## config.mk

```make
export PLATFORM = sky130hd
export DESIGN_NAME = ps2_color_ctrl_flat
export DESIGN_NICKNAME = d
export VERILOG_FILES = /design/src/rtl/ps2_color_ctrl_pkg.sv /design/src/rtl/ps2_color_ctrl_if.sv /design/src/rtl/ps2_color_ctrl_blink_div.sv /design/src/rtl/ps2_color_ctrl.sv /design/src/flat_wrapper.sv
export SDC_FILE = /design/constraint.sdc
export NUM_CORES = 1
export LEC_CHECK = 0
export BUFFER_PORTS_ARGS = -buffer_cell sky130_fd_sc_hd__buf_2
export CORE_ASPECT_RATIO = 0.75
export CORE_MARGIN = 4
export CORE_UTILIZATION = 40
export DETAILED_ROUTE_END_ITERATION = 7
export GPL_ROUTABILITY_DRIVEN = 0
export GPL_TIMING_DRIVEN = 1
export PLACE_DENSITY = 0.7
export RECOVER_POWER = 100
export SLEW_MARGIN = 40
export SYNTH_ARGS = -nofsm -noshare
export SYNTH_HDL_FRONTEND = slang
export SYNTH_SLANG_ARGS = --single-unit
```

## constraint.sdc

```tcl
create_clock -name vga_clk -period 4.4 [get_ports vga_clk]
set_input_delay 0.44 -clock vga_clk [delete_from_list [all_inputs] [get_ports vga_clk]]
set_output_delay 0.44 -clock vga_clk [all_outputs]
set_load 0.005 [all_outputs]
```

## src/rtl/ps2_color_ctrl_pkg.sv

```systemverilog
// Shared types and constants for the PS/2 colour controller.
package ps2_color_ctrl_pkg;

   // Scan-code decoder states
   typedef enum logic [1:0] {
      IDLE    = 2'd0,
      BRK     = 2'd1,
      EXT     = 2'd2,
      EXT_BRK = 2'd3
   } dec_state_e;

   // Colour-enable triple, red in the MSB
   typedef struct packed {
      logic r;
      logic g;
      logic b;
   } rgb_t;

   // Per-key "currently held down" bits used to suppress typematic repeats
   typedef struct packed {
      logic clr;
      logic r;
      logic g;
      logic b;
   } held_t;

   // PS/2 Set-2 prefixes
   localparam logic [7:0] PFX_BREAK = 8'hF0;
   localparam logic [7:0] PFX_EXT   = 8'hE0;

   // Default key make codes
   localparam logic [7:0] KEY_R_DEF   = 8'h2D;
   localparam logic [7:0] KEY_G_DEF   = 8'h34;
   localparam logic [7:0] KEY_B_DEF   = 8'h32;
   localparam logic [7:0] KEY_CLR_DEF = 8'h29;

   // Counter width able to hold 0..n-1, never narrower than one bit
   function automatic int unsigned cnt_width(input int unsigned n);
      return (n > 1) ? $clog2(n) : 1;
   endfunction

endpackage

```

## src/rtl/ps2_color_ctrl_if.sv

```systemverilog
// Keyboard/frame inputs and colour/blink outputs of the colour controller.
interface ps2_color_ctrl_if;

   logic [7:0] code;
   logic       code_valid;
   logic       frame_start;
   logic       Radd;
   logic       Gadd;
   logic       Badd;
   logic       blink;
   logic       code_err;

   // Stimulus side: scan codes and frame timing in, colour state out
   modport master (
      output code, code_valid, frame_start,
      input  Radd, Gadd, Badd, blink, code_err
   );

   // Controller side
   modport slave (
      input  code, code_valid, frame_start,
      output Radd, Gadd, Badd, blink, code_err
   );

endinterface

```

## src/rtl/ps2_color_ctrl_blink_div.sv

```systemverilog
// Half-period counter that inverts its output every HALF cycles.
module ps2_color_ctrl_blink_div
   import ps2_color_ctrl_pkg::*;
#(
   parameter int unsigned HALF = 5
) (
   input  logic clk_i,
   input  logic rst_ni,
   output logic toggle_o
);

   localparam int unsigned CW = cnt_width(HALF);

   logic [CW-1:0] cnt_q;
   logic          toggle_q;

   // Count 0..HALF-1, invert the output on each wrap
   always_ff @(posedge clk_i) begin
      if (!rst_ni) begin
         cnt_q    <= '0;
         toggle_q <= 1'b0;
      end else if (cnt_q == CW'(HALF - 1)) begin
         cnt_q    <= '0;
         toggle_q <= ~toggle_q;
      end else begin
         cnt_q    <= cnt_q + CW'(1);
      end
   end

   assign toggle_o = toggle_q;

endmodule

```

## src/rtl/ps2_color_ctrl.sv

```systemverilog
// Decodes PS/2 scan codes into colour-enable flags committed at frame start,
// and generates the blink square wave on the pixel clock.
module ps2_color_ctrl
   import ps2_color_ctrl_pkg::*;
#(
   parameter int unsigned CLK_HZ   = 25000000,
   parameter int unsigned BLINK_HZ = 10,
   parameter logic [7:0]  KEY_R    = KEY_R_DEF,
   parameter logic [7:0]  KEY_G    = KEY_G_DEF,
   parameter logic [7:0]  KEY_B    = KEY_B_DEF,
   parameter logic [7:0]  KEY_CLR  = KEY_CLR_DEF
) (
   input  logic              vga_clk,
   input  logic              reset,
   ps2_color_ctrl_if.slave   bus
);

   localparam int unsigned HALF = CLK_HZ / (2 * BLINK_HZ);

   dec_state_e state_q;
   logic       err_q;
   rgb_t       pend_q, pend_d;
   rgb_t       rgb_q;
   held_t      held_q, held_d;
   logic       is_pfx;
   logic       make_evt;
   logic       brk_evt;

   // Classify the incoming byte against the decoder state
   always_comb begin
      is_pfx   = (bus.code == PFX_BREAK) || (bus.code == PFX_EXT);
      make_evt = bus.code_valid && (state_q == IDLE) && !is_pfx;
      brk_evt  = bus.code_valid && (state_q == BRK)  && !is_pfx;
   end

   // Pending/held update: first make of a key toggles, repeats are ignored
   always_comb begin
      pend_d = pend_q;
      held_d = held_q;
      if (make_evt) begin
         if (bus.code == KEY_R) begin
            if (!held_q.r) begin
               pend_d.r = ~pend_q.r;
               held_d.r = 1'b1;
            end
         end else if (bus.code == KEY_G) begin
            if (!held_q.g) begin
               pend_d.g = ~pend_q.g;
               held_d.g = 1'b1;
            end
         end else if (bus.code == KEY_B) begin
            if (!held_q.b) begin
               pend_d.b = ~pend_q.b;
               held_d.b = 1'b1;
            end
         end else if (bus.code == KEY_CLR) begin
            if (!held_q.clr) begin
               pend_d     = '0;
               held_d.clr = 1'b1;
            end
         end
      end
      if (brk_evt) begin
         if (bus.code == KEY_R)   held_d.r   = 1'b0;
         if (bus.code == KEY_G)   held_d.g   = 1'b0;
         if (bus.code == KEY_B)   held_d.b   = 1'b0;
         if (bus.code == KEY_CLR) held_d.clr = 1'b0;
      end
   end

   // Prefix decoder FSM with one-cycle error pulse on illegal prefix bytes
   always_ff @(posedge vga_clk) begin
      if (!reset) begin
         state_q <= IDLE;
         err_q   <= 1'b0;
      end else begin
         err_q <= 1'b0;
         if (bus.code_valid) begin
            case (state_q)
               IDLE: begin
                  if (bus.code == PFX_BREAK)    state_q <= BRK;
                  else if (bus.code == PFX_EXT) state_q <= EXT;
               end
               BRK: begin
                  state_q <= IDLE;
                  if (is_pfx) err_q <= 1'b1;
               end
               EXT: begin
                  if (bus.code == PFX_BREAK) begin
                     state_q <= EXT_BRK;
                  end else if (bus.code == PFX_EXT) begin
                     err_q <= 1'b1;
                  end else begin
                     state_q <= IDLE;
                  end
               end
               EXT_BRK: begin
                  state_q <= IDLE;
                  if (is_pfx) err_q <= 1'b1;
               end
               default: state_q <= IDLE;
            endcase
         end
      end
   end

   // Flag registers; commit samples pending as it stood before this edge
   always_ff @(posedge vga_clk) begin
      if (!reset) begin
         pend_q <= '0;
         held_q <= '0;
         rgb_q  <= '0;
      end else begin
         pend_q <= pend_d;
         held_q <= held_d;
         if (bus.frame_start) rgb_q <= pend_q;
      end
   end

   ps2_color_ctrl_blink_div #(
      .HALF (HALF)
   ) u_blink (
      .clk_i    (vga_clk),
      .rst_ni   (reset),
      .toggle_o (bus.blink)
   );

   assign bus.Radd     = rgb_q.r;
   assign bus.Gadd     = rgb_q.g;
   assign bus.Badd     = rgb_q.b;
   assign bus.code_err = err_q;

endmodule

```

## src/flat_wrapper.sv

```systemverilog
// flat-port wrapper written by rule: the top's interface ports become plain ports
module ps2_color_ctrl_flat import ps2_color_ctrl_pkg::*;
#(
   parameter int unsigned CLK_HZ   = 25000000,
   parameter int unsigned BLINK_HZ = 10,
   parameter logic [7:0]  KEY_R    = KEY_R_DEF,
   parameter logic [7:0]  KEY_G    = KEY_G_DEF,
   parameter logic [7:0]  KEY_B    = KEY_B_DEF,
   parameter logic [7:0]  KEY_CLR  = KEY_CLR_DEF
)
  (vga_clk, reset, bus_code, bus_code_valid, bus_frame_start, bus_Radd, bus_Gadd, bus_Badd, bus_blink, bus_code_err);
  ps2_color_ctrl_if bus_i ();
  input  logic vga_clk;
  input  logic reset;
  input wire logic [$bits(bus_i.code)-1:0] bus_code;
  input wire logic [$bits(bus_i.code_valid)-1:0] bus_code_valid;
  input wire logic [$bits(bus_i.frame_start)-1:0] bus_frame_start;
  output wire logic [$bits(bus_i.Radd)-1:0] bus_Radd;
  output wire logic [$bits(bus_i.Gadd)-1:0] bus_Gadd;
  output wire logic [$bits(bus_i.Badd)-1:0] bus_Badd;
  output wire logic [$bits(bus_i.blink)-1:0] bus_blink;
  output wire logic [$bits(bus_i.code_err)-1:0] bus_code_err;
  assign bus_i.code = bus_code;
  assign bus_i.code_valid = bus_code_valid;
  assign bus_i.frame_start = bus_frame_start;
  assign bus_Radd = bus_i.Radd;
  assign bus_Gadd = bus_i.Gadd;
  assign bus_Badd = bus_i.Badd;
  assign bus_blink = bus_i.blink;
  assign bus_code_err = bus_i.code_err;
  ps2_color_ctrl #(.CLK_HZ(CLK_HZ), .BLINK_HZ(BLINK_HZ), .KEY_R(KEY_R), .KEY_G(KEY_G), .KEY_B(KEY_B), .KEY_CLR(KEY_CLR)) u_core (.vga_clk(vga_clk), .reset(reset), .bus(bus_i));
endmodule
```

# [After elaboration in Yosys (flattened, before gate mapping)]
# Cells that the tools add are included.
[word_totals] reg_bits=35 out_inout_bits=5 word_cells=94
[op_classes] n_addsub=1 muxes=34 n_reduce_logical=17 bitwise_logic=7 eq_ne=21
[ops] op="== test 8 x 6 -> 1 bit (second input constant)" n=4
[ops] op="two-way mux 1 bit" n=22
[ops] op="adder 21 x 1 -> 21 bit (second input constant)" n=1
[ops] op="== test 21 bit (second input constant)" n=1
[ops] op="AND reduction 6 bit" n=3
[ops] op="== test 8 bit (second input constant)" n=2
[ops] op="two-way mux 2 bit" n=6
[ops] op="inequality test 2 bit (second input constant)" n=6
[ops] op="two-way mux 4 bit" n=2
[ops] op="inverter 1 bit" n=7
[ops] op="two-way mux 3 bit" n=2
[ops] op="inequality test 2 x 1 -> 1 bit (second input constant)" n=3
[ops] op="case mux 2 bit (3 select lines)" n=1
[ops] op="nonzero test 2 bit" n=3
[ops] op="== test 2 bit (second input constant)" n=2
[ops] op="logical AND 1 bit" n=4
[ops] op="OR reduction 2 bit" n=2
[ops] op="inequality test 3 x 1 -> 1 bit (second input constant)" n=1
[ops] op="inequality test 3 x 2 -> 1 bit (second input constant)" n=1
[ops] op="AND reduction 3 bit" n=1
[ops] op="== test 2 x 1 -> 1 bit (second input constant)" n=1
[ops] op="logical NOT 2 bit" n=1
[ops] op="case mux 1 bit (2 select lines)" n=1
[ops] op="AND reduction 2 bit" n=1
[ops] op="other kinds (2)" n=2

# [Logic depth before layout (Yosys ltp)]
# Gate-level depths: netlist (run 1).
[logic_depth] depth_word=8 depth_mapped=6 mapped_depth_nobuf=5

# [Modules after synthesis]
# Synthesis (run 1) repeated with hierarchy kept, for this count alone.
[hier_totals] hier_cells=197 hier_area_um2=1752.9
[modules_own_cells] module="ps2_color_ctrl_blink_div" n_inst=1 cells_each=113 area_per_inst_um2=1021.0 seq_area_each_um2=440.4
[modules_own_cells] module="ps2_color_ctrl" n_inst=1 cells_each=84 area_per_inst_um2=732.0 seq_area_each_um2=260.2

# [Worst setup path after synthesis (run 1)]
# OpenSTA, ideal clock, no wires.
[synth_path] path_kind="input-to-reg" start="input port bus_code[0]" end="register u_core.pend_q[0] in the netlist's numbering" cell_stages=4 setup_slack_ns=2.474 t_arrival_ns=1.808 setup_time_ns=0.119 required_time_ns=4.281 cell_sequence="or4b_2 -> o21ai_1 -> a2111oi_0 -> o221a_2"
[synth_via] elab_chain_len=5 elab_cells_between_ends=16
[synth_rtl] element="from (decl)" line_no="flat_wrapper.sv:15" text="input wire logic [$bits(bus_i.code)-1:0] bus_code;"
[synth_rtl] element="== test 8 bit" line_no="ps2_color_ctrl.sv:31" text="is_pfx = (bus.code == PFX_BREAK) || (bus.code == PFX_EXT);"
[synth_rtl] element="logical OR 1 bit" line_no="ps2_color_ctrl.sv:31"
[synth_rtl] element="logical NOT 1 bit" line_no="ps2_color_ctrl.sv:32" text="make_evt = bus.code_valid && (state_q == IDLE) && !is_pfx;"
[synth_rtl] element="logical AND 1 bit" line_no="ps2_color_ctrl.sv:32"
[synth_rtl] element="AND reduction 6 bit (no source line)"
[synth_rtl] element="to (signal assigned)" line_no="ps2_color_ctrl.sv:114" text="pend_q <= pend_d;"
[synth_rtl] element="to (decl)" line_no="ps2_color_ctrl.sv:22" text="rgb_t pend_q, pend_d;"
# Parallel ways exist; a longest one is shown, timed or not.
# A chain may end at the register's enable or synchronous reset.

# [Worst setup path in the final report (run 1)]
[layout_path] start="register u_core.u_blink.cnt_q[0]" end="register u_core.u_blink.cnt_q[11]"
[layout_via] elab_chain_len=2 elab_cells_between_ends=3
[layout_rtl] element="from (decl)" line_no="ps2_color_ctrl_blink_div.sv:14" text="logic [CW-1:0] cnt_q;"
[layout_rtl] element="from (signal assigned)" line_no="ps2_color_ctrl_blink_div.sv:26" text="cnt_q <= cnt_q + CW'(1);"
[layout_rtl] element="branches (longest 2 deep; another with adder 21 x 1 -> 21 bit)"
# Parallel ways; which one is timed is not known.

==> impl_metrics.toml, run 1 <==
[clock_network]
cts_tree = "yes"
cts.htree.levels = 2
cts_resized = 0
clkSinkCount = 35
cts_root_buf = "clkbuf_8"
post_cts_buffers = 0
cts_inserted_buffers = 5
cts_buffer_depth = 2
clock_latency_ns = 0.28
path_clk_slew_ns = 0.07
holdBufCountCts = 0

[pwr]
power.density_nw_per_um2 = 306.8
combPwrFrac_pct = 5.2
clkPwrFrac_pct = 38.6
power_leakage_uw = 0.0005899
swShare_pct = 23.45
power_uw = 573.5
ir_worst_vdd_v = 0.0001251
p_int_uw = 439.0
p_switching_uw = 134.5
seqPwrFrac_pct = 56.3

[timing]
relSlewSlack_pct = 50.37
finClkSkew_ns = 0.006974
min_period_over_period_pct = 61.70
drv_slew = 0
fin_setup_tns_ns = 0
rsz0062_at_grt = "no"
finalSetupViolCount = 0
hold_viol = 0
max_freq_ghz = 0.3683
worstMarginPinSlew_ns = 0.7366
period_needed_ns = 2.715

[final_layout]
final_common_cell = "dfxtp_1"
drive_gt1_share_pct = 10.90
fin_nets = 223
num_antenna_cells = 0
layout_common_cells = "dfxtp_1 (35), nor2_1 (19), a21oi_1 (15)"
syn_to_final_growth_pct = 11.99

[worst_setup_path]
path_class = "reg -> reg"
crit_path_start = "u_core.u_blink.cnt_q[0]$_SDFF_PP0_"
endpoint = "u_core.u_blink.cnt_q[11]$_SDFF_PP0_"
worstPathArrival_ns = 2.86
reg2reg_depth = 6
crit_path_max_incr_delay_ns = 0.62
rr_startpoint = "u_core.u_blink.cnt_q[0]$_SDFF_PP0_"
cp-start-kind = "flop"
crit_path_top_delay_cell = "or4_1"
cp.required_ns = 4.55
cp_cell_sequence = "ha_1 > nand3_1 > or4_1 > o21ai_0 > clkbuf_1 > nor2_1"
r2r_end = "u_core.u_blink.cnt_q[11]$_SDFF_PP0_"
path_max_fanout = 18
r2r_setup_slack_ns = 1.69
endpoint_kind = "flop"

[synthesis]
yosys.area_share.adder_pct = 0.7496
synth_nets = 204
synth_top_family_by_area = "simple AND/OR/NAND/NOR gates"
synth_compound_area_share_pct = 12.37
synth.area.mux_share_pct = 1.799
synth_edf_count = 0
synthArstFlopShare_pct = 0
yosysWarnings = 0
synthXorXnorAreaFrac_pct = 6.822
avgSynthCellArea_um2 = 8.739
synth-seq-cells = 35
ys_types = 39
ys.flop_type = "dfxtp_1"
netlist_area_um2 = 1669
netlist_instances = 191
synthSimpleGateAreaFrac_pct = 33.66
yosysSeqAreaShare_pct = 41.98

[die]
ioPinCount = 17
die_w_um = 82.59
dieArea_um2 = 5281
start_util_pct = 41.43
die_h_um = 63.95
rows = 20
core-area_um2 = 4029

[placed_design]
io_buffers = 16
dp_hpwl_mm = 2.424

[detailed_routing]
drt_wl_total_mm = 3.335
route.detailed.drc = 0
drt-pass1-iter-count = 4
vias_per_cell = 5.440
detail-route-antenna-nets = 0
detail_route.wl_per_cell_um = 12.54
via_count = 1447
drt-initial-drc-count = 82

[outcome]
status = "finished clean"

[grt]
grt_usage_pct = 14.01
grt-ovfl-total = 0
grt_max_degree = 19
grt_pass1_wl_mm = 5.775
grt_pass1_vias = 1297
antenna_found_initial = 0

[job]
max_cap_viol_count = 0

[hold_path]
hold_class = "in -> reg"
## cell families after synthesis
group / after synthesis
buffers and inverters: 11
multiplexers: 3
flip-flops: 35
AO/OA/AOI/OAI: 34
adder cells (fa/ha/maj): 1
AND/OR/NAND/NOR: 94
XOR/XNOR: 13
## per-stage QoR
stage,utilization [%],hold slack [ns],std cells,area [µm²],setup WS (ns)
2_1_floorplan,-,0.4379,191,1669,2.474
3_3_place_gp,44.78,0.4627,258,1804,2.198
3_5_place_dp,44.78,0.4674,258,1804,2.179
4_1_cts,46.86,0.4570,266,1888,2.171
5_1_grt,46.40,0.4970,266,1869,1.338
6_report,46.40,0.4603,266,1869,1.685
## power by group through the flow
stage          logic, µW  registers, µW  clock network, µW
2_1_floorplan       18.0            329                  0
3_3_place_gp        29.8            330                  0
3_5_place_dp        30.5            330                  0
4_1_cts             30.7            323                230
5_1_grt             33.5            323                242
6_report            29.5            323                221
## how the worst min path moves through the flow
stage	cells after the start	start	slack (ns)	end
3_3_place_gp	1	u_core.u_blink.cnt_q[0]$_SDFF_PP0_	0.46	u_core.u_blink.cnt_q[0]$_SDFF_PP0_
3_5_place_dp	1	u_core.u_blink.cnt_q[0]$_SDFF_PP0_	0.47	u_core.u_blink.cnt_q[0]$_SDFF_PP0_
2_1_floorplan	1	u_core.u_blink.cnt_q[0]$_SDFF_PP0_	0.44	u_core.u_blink.cnt_q[0]$_SDFF_PP0_
5_1_grt	3	bus_code_valid	0.50	u_core.bus.code_err$_SDFF_PN0_
4_1_cts	3	bus_code_valid	0.46	u_core.bus.code_err$_SDFF_PN0_
6_report	3	bus_frame_start	0.46	u_core.bus.Gadd$_SDFFE_PN0P_
## per-layer routing
layer	wire length, µm	vias to the layer above	part of all wire [%]	global-route usage, %
met1	1784	658	53	19.67
met3	166	3	5.0	4.366
met5	0	-	0	0
li1	-	752	-	-
met4	19	0	0.57	5.918
met2	1365	34	41	19.60
## synthesized netlist by cell type, types with 2 or more instances
cell | n | area share [%]
nand3_1 | 9 | 2.7
or3_1 | 9 | 3.4
nor4b_1 | 4 | 2.1
nor4_1 | 4 | 1.5
inv_1 | 6 | 1.3
o31ai_1 | 5 | 2.2
xor2_1 | 5 | 2.6
or4_1 | 5 | 2.2
mux2i_1 | 3 | 1.8
and4_1 | 3 | 1.6
buf_2 | 2 | 0.60
nor4bb_1 | 2 | 1.2
nand3b_1 | 2 | 0.90
nand2_1 | 11 | 2.5
o221ai_1 | 2 | 1.0
clkbuf_1 | 3 | 0.67
nor3_1 | 6 | 1.8
dfxtp_1 | 35 | 42
a21oi_1 | 15 | 4.5
nor2_1 | 19 | 4.3
nand4b_1 | 4 | 2.1
or3b_2 | 2 | 1.0
o21ai_1 | 2 | 0.60
xnor2_1 | 8 | 4.2
nand4_1 | 6 | 2.2
o21ai_0 | 6 | 1.8
## cell type report
cell class              instances  area, µm²
multi-input cells             145      917.1
inverters                       6      22.52
clock buffers                   5      68.82
repair buffers                 17      76.32
clock inverters                 3      15.01
fillers                       402       2160
flip-flops and latches         35      700.7
well taps                      55      68.82
## registers in the layout, summed over array words and instances, names as in the netlist, 2 cells and up
name and count:
u_core.held_q 4, u_core.pend_q 3, u_core.state_q 2, u_core.u_blink.cnt_q 21
## critical path, delay by kind of cell (launching register included)
family                     cells  cell delay (ns)
adders and majority gates      1             0.21
DFF                            1             0.39
and+or+nand+nor                3             0.97
buffers and inverters          1             0.62
AOI/OAI and AO/OA              1             0.38
(Power assumes the default switching activity.)
==> run 2: changes to the inputs <==
==> constraint.sdc (replaced) <==
create_clock -name vga_clk -period 2.55 [get_ports vga_clk]
set_input_delay 0.255 -clock vga_clk [delete_from_list [all_inputs] [get_ports vga_clk]]
set_output_delay 0.255 -clock vga_clk [all_outputs]
set_load 0.005 [all_outputs]
==> run 2 against run 1 <==
Compared with the run above: setup slack got worse by 1.3 ns; sequential power is 72% higher; final cell count grew 0.38%; clock power is 69% higher.
==> impl_metrics.toml, run 2 (synthesized netlist as in run 1, its figures left out) <==
[clock_network]
cts.htree.levels = 2
post_cts_buffers = 0
cts_tree = "yes"
path_clk_slew_ns = 0.07
holdBufCountCts = 0
clkSinkCount = 35
cts_buffer_depth = 2
cts_inserted_buffers = 5
clock_latency_ns = 0.28
cts_root_buf = "clkbuf_8"
cts_resized = 0

[final_layout]
syn_to_final_growth_pct = 12.52
postLayoutCellArea_um2 = 1878
drive_gt1_share_pct = 10.85
num_antenna_cells = 0
final_common_cell = "dfxtp_1"
layout_common_cells = "dfxtp_1 (35), nor2_1 (19), a21oi_1 (15)"
fin_nets = 224
reg_top3 = "u_core.u_blink.cnt_q: 21 flops, u_core.held_q: 4 flops, u_core.pend_q: 3 flops"
fillCellCount = 409
top_register = "u_core.u_blink.cnt_q"
largest_reg_flops = 21

[worst_setup_path]
cp-start-kind = "flop"
cpLargestDelayFamily = "simple AND/OR/NAND/NOR gates"
path_max_fanout = 17
crit_path_start = "u_core.u_blink.cnt_q[0]$_SDFF_PP0_"
path_buf_inv = 1
cp.required_ns = 2.71
r2r_end = "u_core.u_blink.cnt_q[2]$_SDFF_PP0_"
reg2reg_depth = 6
endpoint_kind = "flop"
rr_startpoint = "u_core.u_blink.cnt_q[0]$_SDFF_PP0_"
crit_path_max_incr_delay_ns = 0.61
crit_path_top_delay_cell = "or4_1"
r2r_setup_slack_ns = 0.41
worstPathArrival_ns = 2.30
path_class = "reg -> reg"
cp_cell_sequence = "ha_1 > nand3_1 > or4_1 > o21ai_0 > buf_4 > nor2_1"

[die]
rows = 20
core-area_um2 = 4029
dieArea_um2 = 5281
ioPinCount = 17
die_h_um = 63.95
start_util_pct = 41.43
die_w_um = 82.59

[timing]
finClkSkew_ns = 0.006793
hold_viol = 0
finalSetupViolCount = 0
drv_slew = 0
max_freq_ghz = 0.4678
fin_setup_tns_ns = 0
min_period_over_period_pct = 83.84
setup_ws_ns = 0.4121
period_needed_ns = 2.138
holdWs_ns = 0.2821
worstMarginPinSlew_ns = 0.6944
rsz0062_at_grt = "no"
relSlewSlack_pct = 53.22

[grt]
grt_max_degree = 18
grt-ovfl-total = 0
antenna_found_initial = 0
grt_pass1_vias = 1279
grt_pass1_wl_mm = 5.699
grt_usage_pct = 13.91

[detailed_routing]
drt-initial-drc-count = 76
detail_route.wl_per_cell_um = 12.35
drt_wl_total_mm = 3.297
drt-pass1-iter-count = 4
via_count = 1441
detail-route-antenna-nets = 0
vias_per_cell = 5.397
route.detailed.drc = 0

[hold_path]
hold_class = "in -> reg"
worstHoldStart = "bus_frame_start"
min_delay_worst_endpoint = "u_core.bus.Radd$_SDFFE_PN0P_"
hold_depth = 3

[placed_design]
dp_hpwl_mm = 2.400
post-place-ws_ns = 0.5161
dpl_cell_area_um2 = 1812
io_buffers = 16

[pwr]
ir_worst_vdd_v = 0.0002641
power_leakage_uw = 0.0005908
power.density_nw_per_um2 = 523.0

[outcome]
status = "finished clean"

[job]
max_cap_viol_count = 0
-- run 2: cell count changes in the layout (fill, tap and decap cells not counted) --
cell      delta
or4b_1       -1
buf_4        +1
or4b_4       +1
clkinv_2     -2
clkbuf_1     +2
-- run 2: cell type report --
type	instances	area (µm²)	share of cell area, %
multi-input combinational	145	920.9	49.03
clock buffer	7	76.32	4.064
sequential	35	700.7	37.31
timing repair buffer	18	83.83	4.464
clock inverter	1	5.005	0.2665
tap	55	68.82	3.664
inverter	6	22.52	1.199
-- run 2: per-layer routing --
layer	global-route usage, %	wire, µm	vias up
li1	-	-	758
met1	20.29	1799	650
met2	18.50	1283	29
met3	4.225	176	4
met4	6.122	38	0
met5	0	0	-
-- run 2: per-stage QoR --
| stage | std cells | utilization, % | total power [µW] |
|---|---|---|---|
| 6_report | 267 | 46.61 | 982.3 |
| 5_1_grt | 267 | 46.61 | 1028 |
| 4_1_cts | 267 | 46.99 | 997.5 |
| 3_5_place_dp | 259 | 44.97 | 622.1 |
| 3_3_place_gp | 259 | 44.97 | 621.1 |
| 2_1_floorplan | 191 | - | 599.1 |
-- run 2: worst min-delay path, delay by kind of cell --
kind,cells,cell delay (ns)
buffers and inverters,1,0.12
and+or+nand+nor,1,0.07
muxes,1,0.08
-- run 2: worst max path at each step --
stage                                     endpoint  slack (ns)  cells after the start
2_1_floorplan  u_core.u_blink.cnt_q[13]$_SDFF_PP0_        0.70                      6
3_3_place_gp         u_core.pend_q[0]$_SDFFE_PN0P_        0.54                      5
3_5_place_dp   u_core.u_blink.cnt_q[11]$_SDFF_PP0_        0.52                      6
4_1_cts         u_core.u_blink.cnt_q[2]$_SDFF_PP0_        0.49                      6
5_1_grt        u_core.u_blink.cnt_q[15]$_SDFF_PP0_        0.27                      6
6_report        u_core.u_blink.cnt_q[2]$_SDFF_PP0_        0.41                      6
-- run 2: report_power, final --
part	internal, µW	switching [µW]
clock	191	182
sequential	552	5.08
combinational	20.6	31.3
total	764	219
==> run 3: changes to the inputs <==
==> constraint.sdc (replaced) <==
create_clock -name vga_clk -period 2.02 [get_ports vga_clk]
set_input_delay 0.202 -clock vga_clk [delete_from_list [all_inputs] [get_ports vga_clk]]
set_output_delay 0.202 -clock vga_clk [all_outputs]
set_load 0.005 [all_outputs]
==> run 3 against run 2 <==
Compared with the run above: clock power rose by 33%; non-clock buffer count is 5 higher; cell area grew 2.7%; clock skew increased by 0.0013 ns; die area stayed put; power increased by 29%; largest power group unchanged.
==> impl_metrics.toml, run 3 (synthesized netlist as in run 1, its figures left out) <==
[outcome]
status = "finished clean"

[grt]
grt_pass1_vias = 1295
grt_max_degree = 12
grt_usage_pct = 14.36
grt-ovfl-total = 0
antenna_found_initial = 0
grt_pass1_wl_mm = 5.865

[detailed_routing]
via_count = 1442
detail_route.wl_per_cell_um = 12.24
detail-route-antenna-nets = 0
route.detailed.drc = 0
met2_length_mm = 1.268
wl_met1_mm = 1.850
drt-initial-drc-count = 34
dr_wl_met3_um = 141
drt-pass1-iter-count = 4
top_layer = "met4"
vias_per_cell = 5.321
drt_wl_total_mm = 3.318

[worst_setup_path]
cp.required_ns = 2.19
endpoint_kind = "flop"
path_max_fanout = 10
cp-start-kind = "flop"
path_class = "reg -> reg"
worstPathArrival_ns = 2.04

[pwr]
power_uw = 1270
p_switching_uw = 277.8
clkPwrFrac_pct = 39.3
power.density_nw_per_um2 = 658.4
seqPwrFrac_pct = 55.4
p_int_uw = 991.7
ir_worst_vdd_v = 0.0002569
power_leakage_uw = 0.0006248
combPwrFrac_pct = 5.3
swShare_pct = 21.88

[final_layout]
largest_reg_flops = 21
fin_nets = 229
syn_to_final_growth_pct = 15.52
top_register = "u_core.u_blink.cnt_q"
layout_common_cells = "dfxtp_1 (34), nor2_1 (19), a21oi_1 (15)"
drive_gt1_share_pct = 15.28
fillCellCount = 403
final_common_cell = "dfxtp_1"
reg_top3 = "u_core.u_blink.cnt_q: 21 flops, u_core.held_q: 4 flops, u_core.pend_q: 3 flops"
num_antenna_cells = 0

[die]
die_h_um = 63.95
die_w_um = 82.59
core-area_um2 = 4029
ioPinCount = 17
start_util_pct = 41.43
dieArea_um2 = 5281
rows = 20

[timing]
drv_slew = 0
finClkSkew_ns = 0.008076
fin_setup_tns_ns = 0
min_period_over_period_pct = 92.76
hold_viol = 0
worstMarginPinSlew_ns = 0.4624
max_freq_ghz = 0.5337
relSlewSlack_pct = 68.89
rsz0062_at_grt = "no"
period_needed_ns = 1.874
finalSetupViolCount = 0

[clock_network]
cts_tree = "yes"
cts_inserted_buffers = 5
cts.htree.levels = 2
clkSinkCount = 35
cts_buffer_depth = 2
clock_latency_ns = 0.28
path_clk_slew_ns = 0.07
holdBufCountCts = 0
cts_root_buf = "clkbuf_8"

[placed_design]
io_buffers = 16
dp_hpwl_mm = 2.454

[job]
max_cap_viol_count = 0

[hold_path]
hold_class = "in -> reg"
## run 3: what timing repair did
item                                    in CTS  in global routing
endpoints found under the setup margin       0                  1
resized for setup                            0                  2
setup buffers                                0                  0
## run 3: power by group through the flow
| stage | sequential, µW | clock (µW) | combinational [µW] |
|---|---|---|---|
| final | 703 | 498 | 67.7 |
| after global routing | 703 | 549 | 76.9 |
| after CTS | 703 | 527 | 70.2 |
| after detailed placement | 719 | 0 | 69.9 |
| after global placement | 718 | 0 | 69.3 |
| after floorplan | 717 | 0 | 39.2 |
## run 3: layout make-up
type / instances / area (µm²) / area share [%]
Multi-Input combinational cell: 145 / 927.1 / 48.09
Sequential cell: 35 / 701.9 / 36.40
Tap cell: 55 / 68.82 / 3.569
Clock inverter: 1 / 5.005 / 0.2596
Inverter: 6 / 22.52 / 1.168
Timing Repair Buffer: 23 / 120.1 / 6.230
Clock buffer: 6 / 82.58 / 4.283
## run 3: metal layers
| layer | GRT usage [%] | up-vias |
|---|---|---|
| met1 | 20.96 | 658 |
| li1 | - | 762 |
| met5 | 0 | - |
| met2 | 18.90 | 17 |
| met3 | 4.366 | 5 |
| met4 | 6.735 | 0 |
## run 3: per-stage QoR
step	setup WS, ns	std cells	hold WS, ns	util (%)	cell area, µm²
3_3_place_gp	0.1518	264	0.4568	45.90	1849
4_1_cts	0.1099	271	0.2245	48.07	1937
2_1_floorplan	0.1652	191	0.3535	-	1669
6_report	0.1462	271	0.2294	47.86	1928
3_5_place_dp	0.1187	264	0.4650	45.90	1849
5_1_grt	0.01952	271	0.2325	47.86	1928
## run 3: final timing paths
kind,startpoint,to,slack [ns],cells after the start
max reg2reg,u_core.u_blink.cnt_q[14]$_SDFF_PP0_,u_core.u_blink.cnt_q[12]$_SDFF_PP0_,0.15,5
max,u_core.u_blink.cnt_q[14]$_SDFF_PP0_,u_core.u_blink.cnt_q[12]$_SDFF_PP0_,0.15,5
min reg2reg,u_core.u_blink.cnt_q[0]$_SDFF_PP0_,u_core.u_blink.cnt_q[0]$_SDFF_PP0_,0.44,1
min,bus_frame_start,u_core.bus.Gadd$_SDFFE_PN0P_,0.23,3
## run 3: worst max-delay path, stage by stage (launching register included)
cell	delay (ns)
dfxtp_1	0.34
or3_1	0.38
or4_4	0.52
o21ai_1	0.18
clkbuf_2	0.25
nor2_1	0.08
